==> src/rtl/pong_frame_engine.sv <==
// pong_frame_engine
//   Frame sequencer for a simple two-player Pong game. Each frame waits
//   FRAME_TICKS enabled clocks. It then erases the ball and both paddles,
//   updates the game state in a single clock, and redraws the ball and
//   paddles. Shapes are emitted one pixel per clock, in raster order
//   within each rectangle.
//
// Ports
//   clock, reset            system clock; asynchronous active-high reset
//   enable                  allows the WAIT countdown to run
//   sensor_1, sensor_2      raw paddle readings (left, right)
//   ball_colour             colour used to draw the ball
//   paddle_colour           colour used to draw both paddles
//   x_out, y_out            registered pixel coordinate
//   colour_out              registered pixel colour
//   plot                    pixel write strobe
//   frame_done              pulse that coincides with the last pixel of a frame
//   score_1, score_2        saturating player scores
//
// Pixel handshake: plot is a strobe with no back-pressure. x_out, y_out
// and colour_out are valid only in a cycle where plot=1. They hold their
// values in every other cycle.
module pong_frame_engine #(
    parameter int COORD_W      = 10,
    parameter int SCREEN_W     = 160,
    parameter int SCREEN_H     = 120,
    parameter int BALL_SIZE    = 4,
    parameter int PADDLE_W     = 4,
    parameter int PADDLE_H     = 16,
    parameter int FRAME_TICKS  = 833333,
    parameter int SENSOR_MAX   = 40,
    parameter int SENSOR_SCALE = 3
) (
    input  logic               clock,
    input  logic               reset,
    input  logic               enable,
    input  logic [COORD_W-1:0] sensor_1,
    input  logic [COORD_W-1:0] sensor_2,
    input  logic [2:0]         ball_colour,
    input  logic [2:0]         paddle_colour,
    output logic [COORD_W-1:0] x_out,
    output logic [COORD_W-1:0] y_out,
    output logic [2:0]         colour_out,
    output logic               plot,
    output logic               frame_done,
    output logic [3:0]         score_1,
    output logic [3:0]         score_2
);

    localparam int CNT_W = (FRAME_TICKS > 1) ? $clog2(FRAME_TICKS) : 1;
    localparam int PW    = 2 * COORD_W;  // headroom for the sensor product and overlap sums

    localparam logic [CNT_W-1:0]   RELOAD  = CNT_W'(FRAME_TICKS - 1);
    localparam logic [COORD_W-1:0] BS      = COORD_W'(BALL_SIZE);
    localparam logic [COORD_W-1:0] PDW     = COORD_W'(PADDLE_W);
    localparam logic [COORD_W-1:0] PDH     = COORD_W'(PADDLE_H);
    localparam logic [COORD_W-1:0] CX      = COORD_W'(SCREEN_W / 2);
    localparam logic [COORD_W-1:0] CY      = COORD_W'(SCREEN_H / 2);
    localparam logic [COORD_W-1:0] P_INIT  = COORD_W'((SCREEN_H - PADDLE_H) / 2);
    localparam logic [COORD_W-1:0] P2_X    = COORD_W'(SCREEN_W - PADDLE_W);
    localparam logic [COORD_W-1:0] BY_MAX  = COORD_W'(SCREEN_H - BALL_SIZE);
    localparam logic [COORD_W-1:0] BX_MAX  = COORD_W'(SCREEN_W - BALL_SIZE);
    localparam logic [COORD_W-1:0] HIT_R   = COORD_W'(SCREEN_W - PADDLE_W - BALL_SIZE);
    localparam logic [PW-1:0]      PY_MAX  = PW'(SCREEN_H - PADDLE_H);

    typedef enum logic [2:0] {
        S_WAIT, S_ERASE_B, S_ERASE_P1, S_ERASE_P2,
        S_UPDATE, S_DRAW_B, S_DRAW_P1, S_DRAW_P2
    } state_t;

    state_t state, state_nxt;

    logic [CNT_W-1:0]   cnt;
    logic [COORD_W-1:0] kx, ky;          // column and row inside the current rectangle
    logic [COORD_W-1:0] bx, by, p1y, p2y;
    logic               dir_x, dir_y;    // 1 = right / down

    // Rectangle currently being emitted.
    logic [COORD_W-1:0] w, h, ox, oy;
    logic               emitting, last, erasing;
    logic [2:0]         pix_colour;

    always_comb begin
        w = BS; h = BS; ox = bx; oy = by;
        emitting   = 1'b1;
        erasing    = 1'b0;
        pix_colour = ball_colour;
        case (state)
            S_ERASE_B:  begin erasing = 1'b1; end
            S_ERASE_P1: begin erasing = 1'b1; w = PDW; h = PDH; ox = '0; oy = p1y; end
            S_ERASE_P2: begin erasing = 1'b1; w = PDW; h = PDH; ox = P2_X; oy = p2y; end
            S_DRAW_B:   begin end
            S_DRAW_P1:  begin w = PDW; h = PDH; ox = '0; oy = p1y; pix_colour = paddle_colour; end
            S_DRAW_P2:  begin w = PDW; h = PDH; ox = P2_X; oy = p2y; pix_colour = paddle_colour; end
            default:    begin emitting = 1'b0; end
        endcase
        if (erasing) pix_colour = 3'b000;
        last = emitting && (kx == w - 1'b1) && (ky == h - 1'b1);
    end

    always_comb begin
        state_nxt = state;
        case (state)
            S_WAIT:     if (enable && cnt == '0) state_nxt = S_ERASE_B;
            S_ERASE_B:  if (last) state_nxt = S_ERASE_P1;
            S_ERASE_P1: if (last) state_nxt = S_ERASE_P2;
            S_ERASE_P2: if (last) state_nxt = S_UPDATE;
            S_UPDATE:   state_nxt = S_DRAW_B;
            S_DRAW_B:   if (last) state_nxt = S_DRAW_P1;
            S_DRAW_P1:  if (last) state_nxt = S_DRAW_P2;
            S_DRAW_P2:  if (last) state_nxt = S_WAIT;
            default:    state_nxt = S_WAIT;
        endcase
    end

    // Game-state update. Collisions read the paddle positions from before this update.
    logic [PW-1:0]      prod1, prod2;
    logic [COORD_W-1:0] p1y_nxt, p2y_nxt, bx_nxt, by_nxt;
    logic               dx_nxt, dy_nxt, hit_l, hit_r, miss_l, miss_r;
    logic [3:0]         s1_nxt, s2_nxt;

    always_comb begin
        prod1 = PW'(sensor_1) * PW'(SENSOR_SCALE);
        prod2 = PW'(sensor_2) * PW'(SENSOR_SCALE);
        p1y_nxt = p1y;
        p2y_nxt = p2y;
        if (PW'(sensor_1) < PW'(SENSOR_MAX))
            p1y_nxt = (prod1 > PY_MAX) ? COORD_W'(PY_MAX) : COORD_W'(prod1);
        if (PW'(sensor_2) < PW'(SENSOR_MAX))
            p2y_nxt = (prod2 > PY_MAX) ? COORD_W'(PY_MAX) : COORD_W'(prod2);

        hit_l  = (bx == PDW) && !dir_x &&
                 (PW'(by) + PW'(BS) > PW'(p1y)) && (PW'(by) < PW'(p1y) + PW'(PDH));
        hit_r  = (bx == HIT_R) && dir_x &&
                 (PW'(by) + PW'(BS) > PW'(p2y)) && (PW'(by) < PW'(p2y) + PW'(PDH));
        miss_l = (bx == '0) && !dir_x;
        miss_r = (bx == BX_MAX) && dir_x;

        s1_nxt = score_1;
        s2_nxt = score_2;
        if (miss_l || miss_r) begin
            // A miss respawns the ball and takes priority over any Y reflection.
            bx_nxt = CX;
            by_nxt = CY;
            dx_nxt = miss_l;
            dy_nxt = 1'b1;
            if (miss_l && score_2 != 4'd15) s2_nxt = score_2 + 4'd1;
            if (miss_r && score_1 != 4'd15) s1_nxt = score_1 + 4'd1;
        end else begin
            dy_nxt = dir_y;
            if (by == '0 && !dir_y)    dy_nxt = 1'b1;
            if (by == BY_MAX && dir_y) dy_nxt = 1'b0;
            dx_nxt = dir_x;
            if (hit_l) dx_nxt = 1'b1;
            if (hit_r) dx_nxt = 1'b0;
            by_nxt = dy_nxt ? by + 1'b1 : by - 1'b1;
            bx_nxt = dx_nxt ? bx + 1'b1 : bx - 1'b1;
        end
    end

    always_ff @(posedge clock or posedge reset) begin
        if (reset) begin
            state      <= S_WAIT;
            cnt        <= RELOAD;
            kx         <= '0;
            ky         <= '0;
            bx         <= CX;
            by         <= CY;
            dir_x      <= 1'b1;
            dir_y      <= 1'b1;
            p1y        <= P_INIT;
            p2y        <= P_INIT;
            score_1    <= '0;
            score_2    <= '0;
            x_out      <= '0;
            y_out      <= '0;
            colour_out <= '0;
            plot       <= 1'b0;
            frame_done <= 1'b0;
        end else begin
            state <= state_nxt;
            if (state == S_WAIT && enable)
                cnt <= (cnt == '0) ? RELOAD : cnt - 1'b1;

            if (!emitting || last) begin
                kx <= '0;
                ky <= '0;
            end else if (kx == w - 1'b1) begin
                kx <= '0;
                ky <= ky + 1'b1;
            end else begin
                kx <= kx + 1'b1;
            end

            plot       <= emitting;
            frame_done <= (state == S_DRAW_P2) && last;
            if (emitting) begin
                x_out      <= ox + kx;
                y_out      <= oy + ky;
                colour_out <= pix_colour;
            end

            if (state == S_UPDATE) begin
                bx      <= bx_nxt;
                by      <= by_nxt;
                dir_x   <= dx_nxt;
                dir_y   <= dy_nxt;
                p1y     <= p1y_nxt;
                p2y     <= p2y_nxt;
                score_1 <= s1_nxt;
                score_2 <= s2_nxt;
            end
        end
    end

endmodule
==> config.mk <==
export PLATFORM = sky130hd
export DESIGN_NAME = pong_frame_engine
export DESIGN_NICKNAME = d
export VERILOG_FILES = /design/src/rtl/pong_frame_engine.sv
export SDC_FILE = /design/constraint.sdc
export NUM_CORES = 1
export LEC_CHECK = 0
export ABC_CLOCK_PERIOD_IN_PS = 4700
export CAP_MARGIN = 20
export CORE_MARGIN = 1.5
export CORE_UTILIZATION = 60
export DETAILED_ROUTE_END_ITERATION = 8
export PLACE_DENSITY = 0.89
export SYNTH_ARGS = -nofsm -noshare
export SYNTH_HDL_FRONTEND = slang
export SYNTH_SLANG_ARGS = --single-unit
==> constraint.sdc <==
create_clock -name clock -period 4.7 [get_ports clock]
set_input_delay 0.94 -clock clock [delete_from_list [all_inputs] [get_ports clock]]
set_output_delay 0.94 -clock clock [all_outputs]
set_load 0.005 [all_outputs]
==> results of run 1 <==
-- flip-flops by register name, summed over array words and instances (netlist names), 10 cells and up --
signal and count:
bx 10, cnt 20, by 10, ky 10, p1y 10, p2y 10, x_out 10, y_out 10
kx 10
-- area by class of cell --
type / instances / area, sq um / share of cell area
Timing Repair Buffer: 73 / 713 / 0.0684
Tap cell: 184 / 230 / 0.0221
Clock buffer: 24 / 482 / 0.0462
Multi-Input combinational cell: 781 / 5570 / 0.534
Clock inverter: 8 / 121 / 0.0116
Inverter: 87 / 329 / 0.0315
Sequential cell: 118 / 2980 / 0.286
-- report_power, final --
part,switching (mW),internal (mW),total (mW)
sequential,0,1.02,1.02
combinational,0.0979,0.0750,0.173
clock,0.466,0.873,1.34
-- worst paths after layout --
path                          start       end  slack [ps]  depth (start not counted)
min in group asynchronous     reset   cnt[16]         740                          2
max in group asynchronous     reset     bx[7]        3170                          3
hold reg to reg            x_out[5]  x_out[5]         480                          2
setup reg to reg              by[2]     bx[9]         340                         18
hold / removal             x_out[5]  x_out[5]         480                          2
setup / recovery              by[2]     bx[9]         340                         18
-- cells in the mapped netlist, types with 25 or more instances --
| library cell | instances | area share |
|---|---|---|
| nand2_1 | 102 | 0.043 |
| ha_1 | 120 | 0.17 |
| xnor2_1 | 52 | 0.051 |
| nand3_1 | 34 | 0.019 |
| nor3_1 | 26 | 0.015 |
| xor2_1 | 30 | 0.029 |
| o21ai_0 | 62 | 0.035 |
| a21oi_1 | 57 | 0.032 |
| nor2_1 | 82 | 0.034 |
| dfrtp_1 | 93 | 0.26 |
| dfstp_2 | 25 | 0.073 |
| inv_1 | 87 | 0.037 |
-- cells by family after synthesis --
| logic type | count (synthesis) | synth area share |
|---|---|---|
| buffers and inverters | 106 | 0.0446 |
| muxes | 14 | 0.0167 |
| and+or+nand+nor | 324 | 0.173 |
| DFF | 118 | 0.334 |
| AOI/OAI and AO/OA | 235 | 0.170 |
| xor gates and xnor gates | 82 | 0.0803 |
| adders and majority gates | 126 | 0.181 |
-- through the flow --
stage	instance area [sq um]	cells	setup slack [ps]
floorplan	8940	1005	489
finish	10400	1275	341
CTS	10400	1274	158
detailed placement	9810	1242	204
global placement	9810	1242	329
global route	10400	1275	-0.346
-- worst reg2reg max path, cell delays in order (launching register included) --
cell       delay, ps
dfstp_2          630
ha_2             250
nand3_1          100
xnor2_1          170
ha_1             310
nand4_1          130
a211oi_1         250
o221ai_1         190
a2111o_1         500
nand2_4          180
ha_1             250
a21oi_1          140
nor2b_1           70
o31ai_1          240
a21oi_1          140
a31o_2           280
a21oi_1          150
nand4bb_1        150
o211ai_1          90
-- per-layer routing --
layer	vias up	track usage	wire length, um
li1	3683	-	-
met1	3702	0.347	9060
met2	266	0.487	10600
met3	58	0.0599	1160
met4	0	0.132	710
met5	-	0	0
-- repair_timing --
action                     in CTS  in global routing
resized for setup               0                  4
setup endpoints to repair       0                  3
setup buffers                   0                  1
==> impl_metrics.py, run 1 <==
metrics = {
    "worst_setup_path": {
        "crit_chain": "ha_2 -> nand3_1 -> xnor2_1 -> ha_1 -> nand4_1 -> a211oi_1 -> o221ai_1 -> a2111o_1 -> nand2_4 -> ha_1 -> a21oi_1 -> nor2b_1 -> o31ai_1 -> a21oi_1 -> a31o_2 -> a21oi_1 -> nand4bb_1 -> o211ai_1",
        "required_ps": 5000,
        "timing.critical_path.mode_cell": "a21oi_1",
        "slowest_stage": "dfstp_2",
        "crit_path_max_incr_delay_ps": 630,
        "crit_family": "compound AO/OA/AOI/OAI gates",
        "cp-start-kind": "flip-flop",
        "critical_path_peak_fanout": 9,
        "crit_buf_inv": 0,
        "crit_path_end_kind": "flip-flop",
        "critical_path_arrival_ps": 4660,
        "critical_path_class": "flip-flop to flip-flop",
    },
    "power_and_ir_drop": {
        "p_leak_nw": 5.01,
        "power_density_nw_per_um2": 242,
        "ir_drop_uv": 257,
        "p_total_mw": 2.53,
    },
    "die": {
        "die_area_sq_um": 15600,
        "die_h_um": 125,
        "ios": 62,
        "dieWidth_um": 125,
        "core_sq_um": 14500,
        "start_util": 0.615,
        "num_rows": 44,
    },
    "job": {
        "drv_cap": 0,
    },
    "cells_and_area": {
        "layout.filler_cells": 1077,
        "drive_gt1_frac": 0.0843,
        "diodes": 0,
        "syn_to_final_growth_pct": 16.7,
        "final_net_count": 1233,
        "final_cell_mix": "ha_1, nand2_1, dfrtp_1",
        "final_common_cell": "ha_1",
        "finish.utilization": 0.718,
    },
    "global_route": {
        "track_usage": 0.285,
        "antenna_found_initial": 0,
        "grt-ovfl-total": 0,
        "grt_pass1_vias": 7711,
        "grt_start_max_net_pins": 113,
        "grt_pass1_wl_um": 36500,
    },
    "sta": {
        "holdWs_ps": 484,
        "slew_headroom": 0.495,
        "fin_setup_tns_ps": 0,
        "min_period_over_period": 0.927,
        "fmax_mhz": 229,
        "worst_clock_skew_ps": 8.51,
        "worst_pin_slew_ps": 750,
        "final.min_clock_period_ps": 4360,
        "finalSetupViolCount": 0,
        "hold_violations": 0,
        "drv_slew": 0,
    },
    "clock_network": {
        "clkTransAtPathRegs_ps": 50,
        "cts.sinks": 118,
        "clock_latency_ps": 430,
        "postCtsHoldBufs": 0,
        "cts_max_path_buffers": 2,
        "htreeDepth": 4,
        "cts-root-buf": "clkbuf_16",
        "cts_tree": "yes",
        "cts_buffers": 17,
    },
    "placement": {
        "io_buffers": 61,
        "gp_congestion": 0.962,
        "hpwl_um": 15400,
    },
    "detailed_routing": {
        "drtPass1Iterations": 6,
        "drt_iter0_markers": 601,
        "wl_per_cell_um": 16.9,
        "num_vias": 7709,
        "ant_nets": 0,
        "totalWireLength_um": 21500,
        "post-route-drc-count": 0,
        "routed_via_density": 6.05,
    },
    "yosys": {
        "synth_enable_flop_cells": 0,
        "postSynthCellCount": 1005,
        "synth_cell_types": 69,
        "synth_area_sq_um": 8940,
        "synth_warnings": 0,
        "ys_seq_elements": 118,
        "ys_seq_area_frac": 0.334,
        "syn-num-nets": 1160,
        "synth_ff_type": "dfrtp_1",
        "async_reset_ff_frac": 1.00,
        "syn_area_per_cell_sq_um": 8.90,
    },
    "outcome": {
        "status": "finished, final reports clean",
    },
    "worst_hold_path": {
        "hold_path_class": "flip-flop to flip-flop",
    },
}
Note: power is estimated with default switching activity, not from simulation.
==> run 2: changes to the inputs <==
--- a/config.mk
+++ b/config.mk
@@ -11,6 +11,7 @@
 export CORE_UTILIZATION = 60
 export DETAILED_ROUTE_END_ITERATION = 8
 export PLACE_DENSITY = 0.89
+export SETUP_SLACK_MARGIN = 0.15
 export SYNTH_ARGS = -nofsm -noshare
 export SYNTH_HDL_FRONTEND = slang
 export SYNTH_SLANG_ARGS = --single-unit
==> run 2 against run 1 <==
Compared with the run above: non-clock buffer count is 3 higher; largest power group unchanged; total power is 0.16% lower; clock-buffer cell count stayed put; sequential power hardly changed; combinational power hardly changed; first-iteration DRC count is 5.0% higher; worst hold slack hardly changed.
==> impl_metrics.py, run 2 (synthesized netlist as in run 1, its figures left out) <==
metrics = {
    "outcome": {
        "status": "finished, final reports clean",
    },
    "global_route": {
        "grt_pass1_vias": 7711,
        "grt_pass1_wl_um": 36500,
        "antenna_found_initial": 0,
        "grt_start_max_net_pins": 113,
        "grt-ovfl-total": 0,
        "track_usage": 0.285,
    },
    "clock_network": {
        "cts_tree": "yes",
        "clkTransAtPathRegs_ps": 50,
        "cts-root-buf": "clkbuf_16",
        "htreeDepth": 4,
        "postCtsHoldBufs": 0,
        "clock_latency_ps": 430,
        "cts.sinks": 118,
        "cts_buffers": 17,
        "cts_max_path_buffers": 2,
    },
    "sta": {
        "fin_setup_tns_ps": 0,
        "final.min_clock_period_ps": 4210,
        "rsz0062_at_grt": "no",
        "drv_slew": 0,
        "finalSetupViolCount": 0,
        "slew_headroom": 0.496,
        "hold_violations": 0,
        "worst_pin_slew_ps": 749,
        "worst_clock_skew_ps": 8.35,
        "min_period_over_period": 0.897,
        "fmax_mhz": 237,
    },
    "detailed_routing": {
        "post-route-drc-count": 0,
        "num_vias": 7724,
        "wl_per_cell_um": 16.9,
        "drt_iter0_markers": 631,
        "totalWireLength_um": 21600,
        "drtPass1Iterations": 8,
        "routed_via_density": 6.04,
        "ant_nets": 0,
    },
    "placement": {
        "io_buffers": 61,
        "placed_area_sq_um": 9810,
        "gp_congestion": 0.962,
        "numPlacedInstances": 1242,
        "hpwl_um": 15400,
    },
    "worst_setup_path": {
        "critical_path_arrival_ps": 4510,
        "r2r_slack_ps": 490,
        "cp-start-kind": "flip-flop",
        "crit_path_end_kind": "flip-flop",
        "ff2ff_path_depth": 17,
        "r2r-end": "bx[9]",
        "critical_path_class": "flip-flop to flip-flop",
        "required_ps": 5000,
        "r2r-start": "by[2]",
        "critical_path_peak_fanout": 9,
    },
    "die": {
        "dieWidth_um": 125,
        "die_area_sq_um": 15600,
        "ios": 62,
        "core_sq_um": 14500,
        "num_rows": 44,
        "die_h_um": 125,
        "start_util": 0.615,
    },
    "cells_and_area": {
        "syn_to_final_growth_pct": 17.2,
        "final_net_count": 1236,
        "diodes": 0,
        "top_register": "cnt",
        "final_common_cell": "ha_1",
        "drive_gt1_frac": 0.0887,
        "instances_no_fill": 1278,
        "largest_reg_flops": 20,
        "final_cell_mix": "ha_1, nand2_1, dfrtp_1",
        "design_area_sq_um": 10500,
    },
    "worst_hold_path": {
        "min_path_cells": 2,
        "hold_start": "x_out[5]",
        "min_to": "x_out[5]",
        "hold_path_class": "flip-flop to flip-flop",
    },
    "power_and_ir_drop": {
        "power_density_nw_per_um2": 241,
        "ir_drop_uv": 256,
        "p_leak_nw": 5.03,
    },
    "job": {
        "drv_cap": 0,
    },
}
## run 2: how the worst max path moves through the flow
stage               cells after the start  startpoint  slack (ps)     to
finish                                 17       by[2]         490  bx[9]
global route                           19       by[5]         130  bx[9]
CTS                                    18       by[2]         160  bx[9]
detailed placement                     18       by[2]         200  bx[9]
global placement                       18       by[2]         330  bx[9]
floorplan                              20       by[4]         490  bx[9]
## run 2: area by class of cell
type / count / area, sq um
Sequential cell: 118 / 2980
Clock buffer: 24 / 482
Fill cell: 1070 / 4060
Multi-Input combinational cell: 781 / 5590
Inverter: 87 / 329
Timing Repair Buffer: 76 / 736
Tap cell: 184 / 230
Clock inverter: 8 / 121
## run 2: per-stage QoR
step           hold WS [ps]  total power [mW]  utilization  setup WS (ps)
4_1_cts                 490              2.53        0.716            158
2_1_floorplan           455              1.15            -            489
6_report                484              2.53        0.721            485
3_5_place_dp            474              1.21        0.675            204
3_3_place_gp            465              1.20        0.675            329
5_1_grt                 515              2.61        0.721            132
## run 2: timing repair
item,CTS,global route
setup buffers,0,4
gates resized for setup,0,7
setup endpoints to repair,0,5
## run 2: per-layer routing
layer	vias to the layer above	share of wire	global-route usage	wire, um
li1	3694	-	-	-
met1	3701	0.42	0.347	9090
met2	271	0.49	0.487	10600
met3	58	0.053	0.0599	1130
met4	0	0.032	0.132	688
met5	-	0	0	0
## run 2: power by group
| group | internal, mW | leakage [nW] | switching (mW) | total (mW) |
|---|---|---|---|---|
| combinational | 0.0751 | 3.32 | 0.0976 | 0.173 |
| sequential | 1.02 | 1.42 | 0 | 1.02 |
| clock | 0.873 | 0.294 | 0.462 | 1.34 |
## run 2: worst max-delay path, cell delays in order (launching register included)
cell	delay, ps
dfstp_2	630
inv_1	130
ha_1	350
ha_1	310
nand2_1	70
a21o_1	160
a211oi_1	200
o211ai_1	130
a32oi_2	390
nand2_4	170
ha_1	350
or2_2	290
a21oi_1	150
a21oi_1	80
a31o_2	280
a21oi_1	150
nand4bb_1	150
o211ai_1	100
==> run 3: changes to the inputs <==
--- a/config.mk
+++ b/config.mk
@@ -12,6 +12,7 @@
 export DETAILED_ROUTE_END_ITERATION = 8
 export PLACE_DENSITY = 0.89
 export SETUP_SLACK_MARGIN = 0.15
+export SLEW_MARGIN = 10
 export SYNTH_ARGS = -nofsm -noshare
 export SYNTH_HDL_FRONTEND = slang
 export SYNTH_SLANG_ARGS = --single-unit
==> results of run 3 <==
Final layout, timing and power as in run 2 (identical DEF).
